File: src/rtl/mbinit_cal_responder.sv
// rtl/mbinit_cal_responder.sv - partner-side MBINIT.CAL done request/response handshake
module mbinit_cal_responder #(
   parameter int SB_MSG_WIDTH   = 4,
   parameter int TIMEOUT_CYCLES = 800000
) (
   input  logic                    CLK,
   input  logic                    rst_n,
   input  logic                    i_MBINIT_PARAM_end,
   input  logic                    i_falling_edge_busy,
   input  logic                    i_Busy_SideBand,
   input  logic [SB_MSG_WIDTH-1:0] i_RX_SbMessage,
   input  logic                    i_msg_valid,
   output logic [SB_MSG_WIDTH-1:0] o_TX_SbMessage,
   output logic                    o_ValidOutDatat_Module,
   output logic                    o_MBINIT_CAL_resp_end,
   output logic                    o_timeout_error
);

   localparam int TW = $clog2(TIMEOUT_CYCLES);
   localparam logic [TW-1:0] TIMER_LAST = TW'(TIMEOUT_CYCLES - 1);
   localparam logic [SB_MSG_WIDTH-1:0] MSG_DONE_REQ  = SB_MSG_WIDTH'(1);
   localparam logic [SB_MSG_WIDTH-1:0] MSG_DONE_RESP = SB_MSG_WIDTH'(2);

   typedef enum logic [2:0] {
      ST_IDLE      = 3'd0,
      ST_WAIT_REQ  = 3'd1,
      ST_SEND_RESP = 3'd2,
      ST_DONE      = 3'd3,
      ST_ERROR     = 3'd4
   } state_t;

   state_t         state;
   state_t         state_nxt;
   logic [TW-1:0]  timer;
   logic           req_pending;

   logic enable;
   logic req_hit;
   logic serve;
   logic expired;

   assign enable  = i_MBINIT_PARAM_end;
   assign req_hit = i_msg_valid && (i_RX_SbMessage == MSG_DONE_REQ);
   assign serve   = (req_hit || req_pending) && !i_Busy_SideBand;
   assign expired = (timer == TIMER_LAST);

   // Next-state selection: enable low first, then completion/serve, then timeout.
   always_comb begin
      state_nxt = ST_IDLE;
      if (!enable) begin
         state_nxt = ST_IDLE;
      end else begin
         case (state)
            ST_IDLE:      state_nxt = ST_WAIT_REQ;
            ST_WAIT_REQ: begin
               if (serve)        state_nxt = ST_SEND_RESP;
               else if (expired) state_nxt = ST_ERROR;
               else              state_nxt = ST_WAIT_REQ;
            end
            ST_SEND_RESP: begin
               if (i_falling_edge_busy) state_nxt = ST_DONE;
               else if (expired)        state_nxt = ST_ERROR;
               else                     state_nxt = ST_SEND_RESP;
            end
            ST_DONE: begin
               if (serve) state_nxt = ST_SEND_RESP;
               else       state_nxt = ST_DONE;
            end
            ST_ERROR:     state_nxt = ST_ERROR;
            default:      state_nxt = ST_IDLE;
         endcase
      end
   end

   // State, timeout timer, request latch and outputs decoded from the next state.
   always_ff @(posedge CLK or negedge rst_n) begin
      if (!rst_n) begin
         state                  <= ST_IDLE;
         timer                  <= '0;
         req_pending            <= 1'b0;
         o_TX_SbMessage         <= '0;
         o_ValidOutDatat_Module <= 1'b0;
         o_MBINIT_CAL_resp_end  <= 1'b0;
         o_timeout_error        <= 1'b0;
      end else begin
         state <= state_nxt;

         // Saturates at the last count so a late serve cannot wrap the budget.
         if (state == ST_WAIT_REQ || state == ST_SEND_RESP) begin
            if (!expired) timer <= timer + TW'(1);
         end else begin
            timer <= '0;
         end

         if (!enable || (state_nxt == ST_SEND_RESP && state != ST_SEND_RESP))
            req_pending <= 1'b0;
         else if (req_hit && state != ST_ERROR)
            req_pending <= 1'b1;

         o_TX_SbMessage         <= '0;
         o_ValidOutDatat_Module <= 1'b0;
         o_MBINIT_CAL_resp_end  <= 1'b0;
         o_timeout_error        <= 1'b0;
         case (state_nxt)
            ST_SEND_RESP: begin
               o_ValidOutDatat_Module <= 1'b1;
               o_TX_SbMessage         <= MSG_DONE_RESP;
            end
            ST_DONE:  o_MBINIT_CAL_resp_end <= 1'b1;
            ST_ERROR: o_timeout_error       <= 1'b1;
            default: ;
         endcase
      end
   end

endmodule
File: config.mk
export PLATFORM = sky130hd
export DESIGN_NAME = mbinit_cal_responder
export DESIGN_NICKNAME = d
export VERILOG_FILES = /design/src/rtl/mbinit_cal_responder.sv
export SDC_FILE = /design/constraint.sdc
export NUM_CORES = 1
export LEC_CHECK = 0
export BUFFER_PORTS_ARGS = -buffer_cell sky130_fd_sc_hd__buf_2
export CORE_MARGIN = 2
export CORE_UTILIZATION = 40
export CTS_CLUSTER_DIAMETER = 50
export DETAILED_ROUTE_END_ITERATION = 7
export PLACE_DENSITY_LB_ADDON = 0.3
export SETUP_SLACK_MARGIN = 0.3
export SYNTH_ARGS = -nofsm -noshare
export SYNTH_HDL_FRONTEND = slang
export SYNTH_SLANG_ARGS = --single-unit
export TNS_END_PERCENT = 20
File: constraint.sdc
create_clock -name CLK -period 6.3 [get_ports CLK]
set_clock_uncertainty 0.15 [all_clocks]
set_input_delay 0.315 -clock CLK [delete_from_list [all_inputs] [get_ports CLK]]
set_output_delay 0.315 -clock CLK [all_outputs]
set_load 0.02 [all_outputs]
==> impl_metrics.json, run 1 <==
{
  "hp-class": "input port to flop",
  "place_area_sq_mm": 0.00152,
  "port_buffers": 13,
  "yosysSeqAreaShare": 0.475,
  "n_antenna_cell": 0,
  "combPwrFrac": 0.074,
  "max_stage_delay_ns": 0.56,
  "syn_inst": 148,
  "syn_area_sq_mm": 0.00142,
  "seqPwrFrac": 0.647,
  "dp_hpwl_microns": 1810,
  "grt_overflow_total": 0,
  "synth_async_sr_flop_share": 1.00,
  "fmax_mhz": 427,
  "swShare": 0.250,
  "power.switching_uw": 69.1,
  "synth_top_area_share": 0.475,
  "outcome": "complete, no violations",
  "cp_top_family": "simple AND/OR/NAND/NOR gates",
  "post-cts-setup-buffers": 0,
  "initial_core_util": 0.423,
  "cts.repair.resized": 0,
  "tns_ns": 0,
  "rows": 21,
  "cts_buffers": 3,
  "synth_commonest_cells": "dfrtp_1 (27), nor2_1 (25), nand2_1 (12)",
  "core-area_sq_mm": 0.00336,
  "p_int_uw": 208,
  "vias_per_cell": 4.92,
  "crit_buf_inv": 0,
  "setup_viol": 0,
  "ant_nets": 0,
  "worstPathArrival_ns": 2.43,
  "post-route-cell-area_sq_mm": 0.00155,
  "die_y_microns": 63.6,
  "wl_microns": 2540,
  "ios": 17,
  "r2r_setup_slack_ns": 3.96,
  "nets": 174,
  "synth-edff-count": 0,
  "total_leakage_power_nw": 0.706,
  "cp_slowest_cell": "or4_4",
  "cts-root-buf": "clkbuf_4",
  "area_growth_pct": 9.15,
  "drt_iter0_drc": 26,
  "ys_warn_count": 0,
  "grt_first_pass_wirelength_microns": 4530,
  "maxCapViolations": 0,
  "total_power_uw": 277,
  "synth_most_common_cell": "dfrtp_1",
  "dr_total_vias": 1024,
  "crit_chain": "or4_4 -> nor4_4 -> nand2_4 -> o21a_1 -> o221a_1",
  "cts_buffer_depth": 2,
  "cp-end-kind": "flop",
  "clk_latency_ns": 0.33,
  "max_slew_margin": 0.452,
  "dieArea_sq_mm": 0.00405,
  "ctsHoldBuffers": 1,
  "grt_usage": 0.140,
  "htree_levels": 1,
  "die_x_microns": 63.6,
  "cts_tree": "yes",
  "numPlacedInstances": 203,
  "slew_violations": 0,
  "ys_types": 39,
  "power.density_mw_per_mm2": 178,
  "firstDrtPassIters": 4,
  "drc": 0,
  "period_minus_slack_ns": 2.34,
  "rsz0062_at_grt": "no",
  "finalCritPeriodShare": 0.372,
  "antenna_found_initial": 0,
  "synth-seq-cells": 27,
  "cts.sinks": 27,
  "crit_fanout": 8,
  "gp_congestion": 0.823,
  "grt_max_degree": 28,
  "wire_per_inst_microns": 12.2,
  "drive_gt1_frac": 0.173,
  "syn_avg_cell_area_sq_um": 9.61,
  "clk_pin_slew_worst_paths_ns": 0.15,
  "path_class": "flop to flop",
  "grt_pass1_vias": 1044,
  "pwr-share-clk": 0.279,
  "finish.utilization": 0.462,
  "synthTopCellsByArea": "dfrtp_1 (47%), nor2_1 (6.6%), xor2_1 (4.9%), xnor2_1 (4.3%), nand2_1 (3.2%)",
  "required_ns": 6.39,
  "crit_path_start_kind": "flop",
  "max-vdd-ir-drop_mv": 0.0903,
  "yosys_most_used_dff": "dfrtp_1",
  "yosysTopAreaCell": "dfrtp_1",
  "final_cells": 208,
  "tightest_slew_ns": 0.815,
  "hold_viol": 0
}
tightest hold or removal path: cells and delay by family:
family / cells / cell delay [ns]
buffers and inverters: 1 / 0.12
AND/OR/NAND/NOR: 2 / 0.09
cell families after synthesis:
| group | Yosys count | synth area share |
|---|---|---|
| DFF | 27 | 0.475 |
| xor gates and xnor gates | 15 | 0.0924 |
| adders and majority gates | 1 | 0.00879 |
| other | 1 | 0.00264 |
| and+or+nand+nor | 72 | 0.277 |
| buffers and inverters | 10 | 0.0369 |
| AOI/OAI and AO/OA | 22 | 0.107 |
power by group through the flow:
| stage | clock (mW) | combinational (mW) | sequential [mW] |
|---|---|---|---|
| finish | 0.0771 | 0.0205 | 0.179 |
| global route | 0.0858 | 0.0235 | 0.180 |
| CTS | 0.0791 | 0.0210 | 0.179 |
| detailed placement | 0 | 0.0205 | 0.182 |
| global placement | 0 | 0.0199 | 0.182 |
| floorplan | 0 | 0.0136 | 0.182 |
layer usage:
layer	track usage	wire, microns
met1	0.172	1230
met2	0.245	1220
met3	0.0214	52
met4	0.0543	34
met5	0	0
flip-flops by register name (all words and copies together) (netlist names):
signal                 flops
state                      3
o_MBINIT_CAL_resp_end      1
o_timeout_error            1
o_TX_SbMessage             1
timer                     20
req_pending                1
placed cells by master (no fill, tap or decap), drive strengths merged:
cell type,netlist,layout
dfrtp,27,27
nor2,25,25
buf,4,13
nand2,13,13
xor2,8,8
xnor2,7,7
nand3,6,6
a21oi,6,6
nand4,5,5
nand2b,4,4
inv,4,4
nor2b,3,3
a21o,3,3
conb,1,3
clkbuf,2,3
nor4,3,3
or3b,2,2
or2,2,2
o21ai,2,2
o21bai,2,2
a31oi,2,2
nor3,2,2
a211oi,2,2
and3,2,2
or4,1,1
or4b,1,1
o22ai,1,1
o211ai,1,1
nand3b,1,1
a2bb2oi,1,1
o21a,1,1
or3,1,1
nor4b,1,1
o221a,1,1
ha,1,1
clkinv,0,1
dlygate4sd3,0,1
final timing paths:
kind / from / to / depth (start not counted)
worst max-delay path: timer[16] / req_pending / 5
worst min-delay path: i_MBINIT_PARAM_end / state[0] / 3
worst max register to register: timer[16] / req_pending / 5
worst min register to register: timer[6] / timer[6] / 1
max in group asynchronous: rst_n / timer[14] / 2
min in group asynchronous: rst_n / timer[4] / 2
layout make-up:
class | count | area (sq um)
fill | 354 | 1810
multi-input combinational | 113 | 702
sequential | 27 | 676
timing repair buffer | 14 | 75.1
tap | 46 | 57.6
clock buffer | 3 | 22.5
inverter | 4 | 15.0
clock inverter | 1 | 5.00
metrics by stage:
stage,hold slack [ns],worst slack (ns)
floorplan,-0.131,4.13
global placement,0.200,4.03
detailed placement,0.209,3.98
CTS,0.0514,3.97
global route,0.0656,3.85
finish,0.0550,3.96
Note: power is estimated with default switching activity, not from simulation.
==> run 2: changes to the inputs <==
Clock period 6.3 ns to 1.95 ns, I/O delays scaled along.
==> run 2 against run 1 <==
The run now ends with negative setup slack left; count of clock-buffer cells in the layout is 1 higher; die area stayed put; largest power group unchanged; critical endpoint unchanged; final cell count is 9.1% higher; worst setup slack worse by 4.1 ns; via count is 13% higher; critical path depth is 1 higher; non-clock buffer count is 19 higher; combinational power grew to 4.0 times the previous value; sequential power grew to 3.2 times the previous value; utilization is 6.4 points higher.
==> impl_metrics.json, run 2 (synthesis gave the netlist of run 1 again) <==
{
  "outcome": "finished, violations left",
  "violations": "negative setup slack",
  "setup_viol": 12,
  "period_minus_slack_ns": 2.09,
  "cp-end-kind": "flop",
  "area_growth_pct": 24.4,
  "cts_buffer_depth": 2,
  "rsz0062_at_grt": "yes",
  "crit_fanout": 4,
  "clk_latency_ns": 0.32,
  "path_class": "flop to flop",
  "reg2reg_depth": 6,
  "use_met1": 0.204,
  "fmax_mhz": 479,
  "total_leakage_power_nw": 0.792,
  "r2r_setup_slack_ns": -0.14,
  "die_y_microns": 63.6,
  "maxCapViolations": 0,
  "regMostFlops": "timer",
  "cts_tree": "yes",
  "rows": 21,
  "ios": 17,
  "grt_max_degree": 28,
  "wl_microns": 2940,
  "crit_path_start_kind": "flop",
  "min_from": "i_RX_SbMessage[3]",
  "final_cells": 227,
  "n_antenna_cell": 0,
  "cts.sinks": 27,
  "grt_first_pass_wirelength_microns": 5080,
  "tightest_slew_ns": 0.608,
  "worstPathArrival_ns": 2.17,
  "nets": 193,
  "r2r-start": "timer[9]",
  "vias_per_cell": 5.11,
  "hp-class": "input port to flop",
  "finish.utilization": 0.526,
  "grt_usage": 0.161,
  "pre_cts_slack_ns": -0.167,
  "power.density_mw_per_mm2": 512,
  "busiest_layer": "met2",
  "port_buffers": 13,
  "post-route-cell-area_sq_mm": 0.00177,
  "hold-worst-slack_ns": 0.0951,
  "use_met3": 0.0500,
  "dp_hpwl_microns": 2050,
  "die_x_microns": 63.6,
  "max_slew_margin": 0.595,
  "firstDrtPassIters": 4,
  "worst_slack_ns": -0.138,
  "largest_register_ffs": 20,
  "core-area_sq_mm": 0.00336,
  "min_path_cells": 4,
  "numPlacedInstances": 216,
  "antenna_found_initial": 0,
  "dr_total_vias": 1161,
  "grt_overflow_total": 0,
  "hold_end": "req_pending",
  "clk_pin_slew_worst_paths_ns": 0.14,
  "ant_nets": 0,
  "cts-root-buf": "clkbuf_4",
  "cts_buffers": 3,
  "drc": 0,
  "r2r-end": "req_pending",
  "initial_core_util": 0.423,
  "gr-usage-met2": 0.270,
  "required_ns": 2.03,
  "hold_viol": 0,
  "largestRegisters": "timer (20), state (3)",
  "finalCritPeriodShare": 1.07,
  "dieArea_sq_mm": 0.00405,
  "layout_commonest_cell": "dfrtp_1",
  "slew_violations": 0,
  "max-vdd-ir-drop_mv": 0.316,
  "grt_pass1_vias": 1122,
  "wire_per_inst_microns": 13.0,
  "final_cell_mix": "dfrtp_1 (27), nor2_1 (24), buf_4 (16)",
  "gp_congestion": 0.902,
  "place_area_sq_mm": 0.00162,
  "htree_levels": 1,
  "drt_iter0_drc": 39,
  "drive_gt1_frac": 0.293
}
[run 2: what timing repair did]
item | 4_1_cts | 5_1_grt
hold buffers | 4 | 0
buffers inserted | 3 | 0
resized for setup | 6 | 8
pin swaps | 12 | 21
endpoints found under the hold margin | 30 | 0
setup endpoints to repair | 25 | 27
[run 2: worst max-delay path by stage]
| stage | from | end | slack [ns] |
|---|---|---|---|
| 2_1_floorplan | timer[8] | req_pending | -0.21 |
| 3_3_place_gp | timer[11] | req_pending | -0.07 |
| 3_5_place_dp | timer[11] | req_pending | -0.17 |
| 4_1_cts | timer[14] | req_pending | -0.16 |
| 5_1_grt | timer[9] | req_pending | -0.22 |
| 6_report | timer[9] | req_pending | -0.14 |
[run 2: final cells by class]
class	count	area, sq um
multi-input cells	113	769
fillers	328	1590
flip-flops and latches	27	676
repair buffers	33	225
well taps	46	57.6
clock buffers	4	26.3
inverters	4	15.0
[run 2: critical path, cell delays in order, from the launching register on]
cell,delay (ns)
dfrtp_1,0.41
or4b_4,0.55
nor4_4,0.24
buf_4,0.17
nand2_4,0.05
o21a_1,0.19
o221a_1,0.24
[run 2: power by group]
part           internal, mW  leakage [nW]  switching, mW
registers             0.569         0.372         0.0124
clock network        0.0801        0.0150          0.163
logic                0.0360         0.405         0.0460
total                 0.685         0.792          0.221
[run 2: layer usage]
layer | share of wire | up-vias | wire, microns
li1 | - | 569 | -
met5 | 0 | - | 0
met2 | 0.50 | 20 | 1480
met3 | 0.037 | 2 | 110
met4 | 0.0051 | 0 | 15
met1 | 0.46 | 570 | 1340
[run 2: through the flow]
step / total power, mW / TNS (ns)
2_1_floorplan: 0.632 / -0.599
3_3_place_gp: 0.655 / -0.266
3_5_place_dp: 0.658 / -0.952
4_1_cts: 0.913 / -1.06
5_1_grt: 0.957 / -2.23
6_report: 0.906 / -0.783
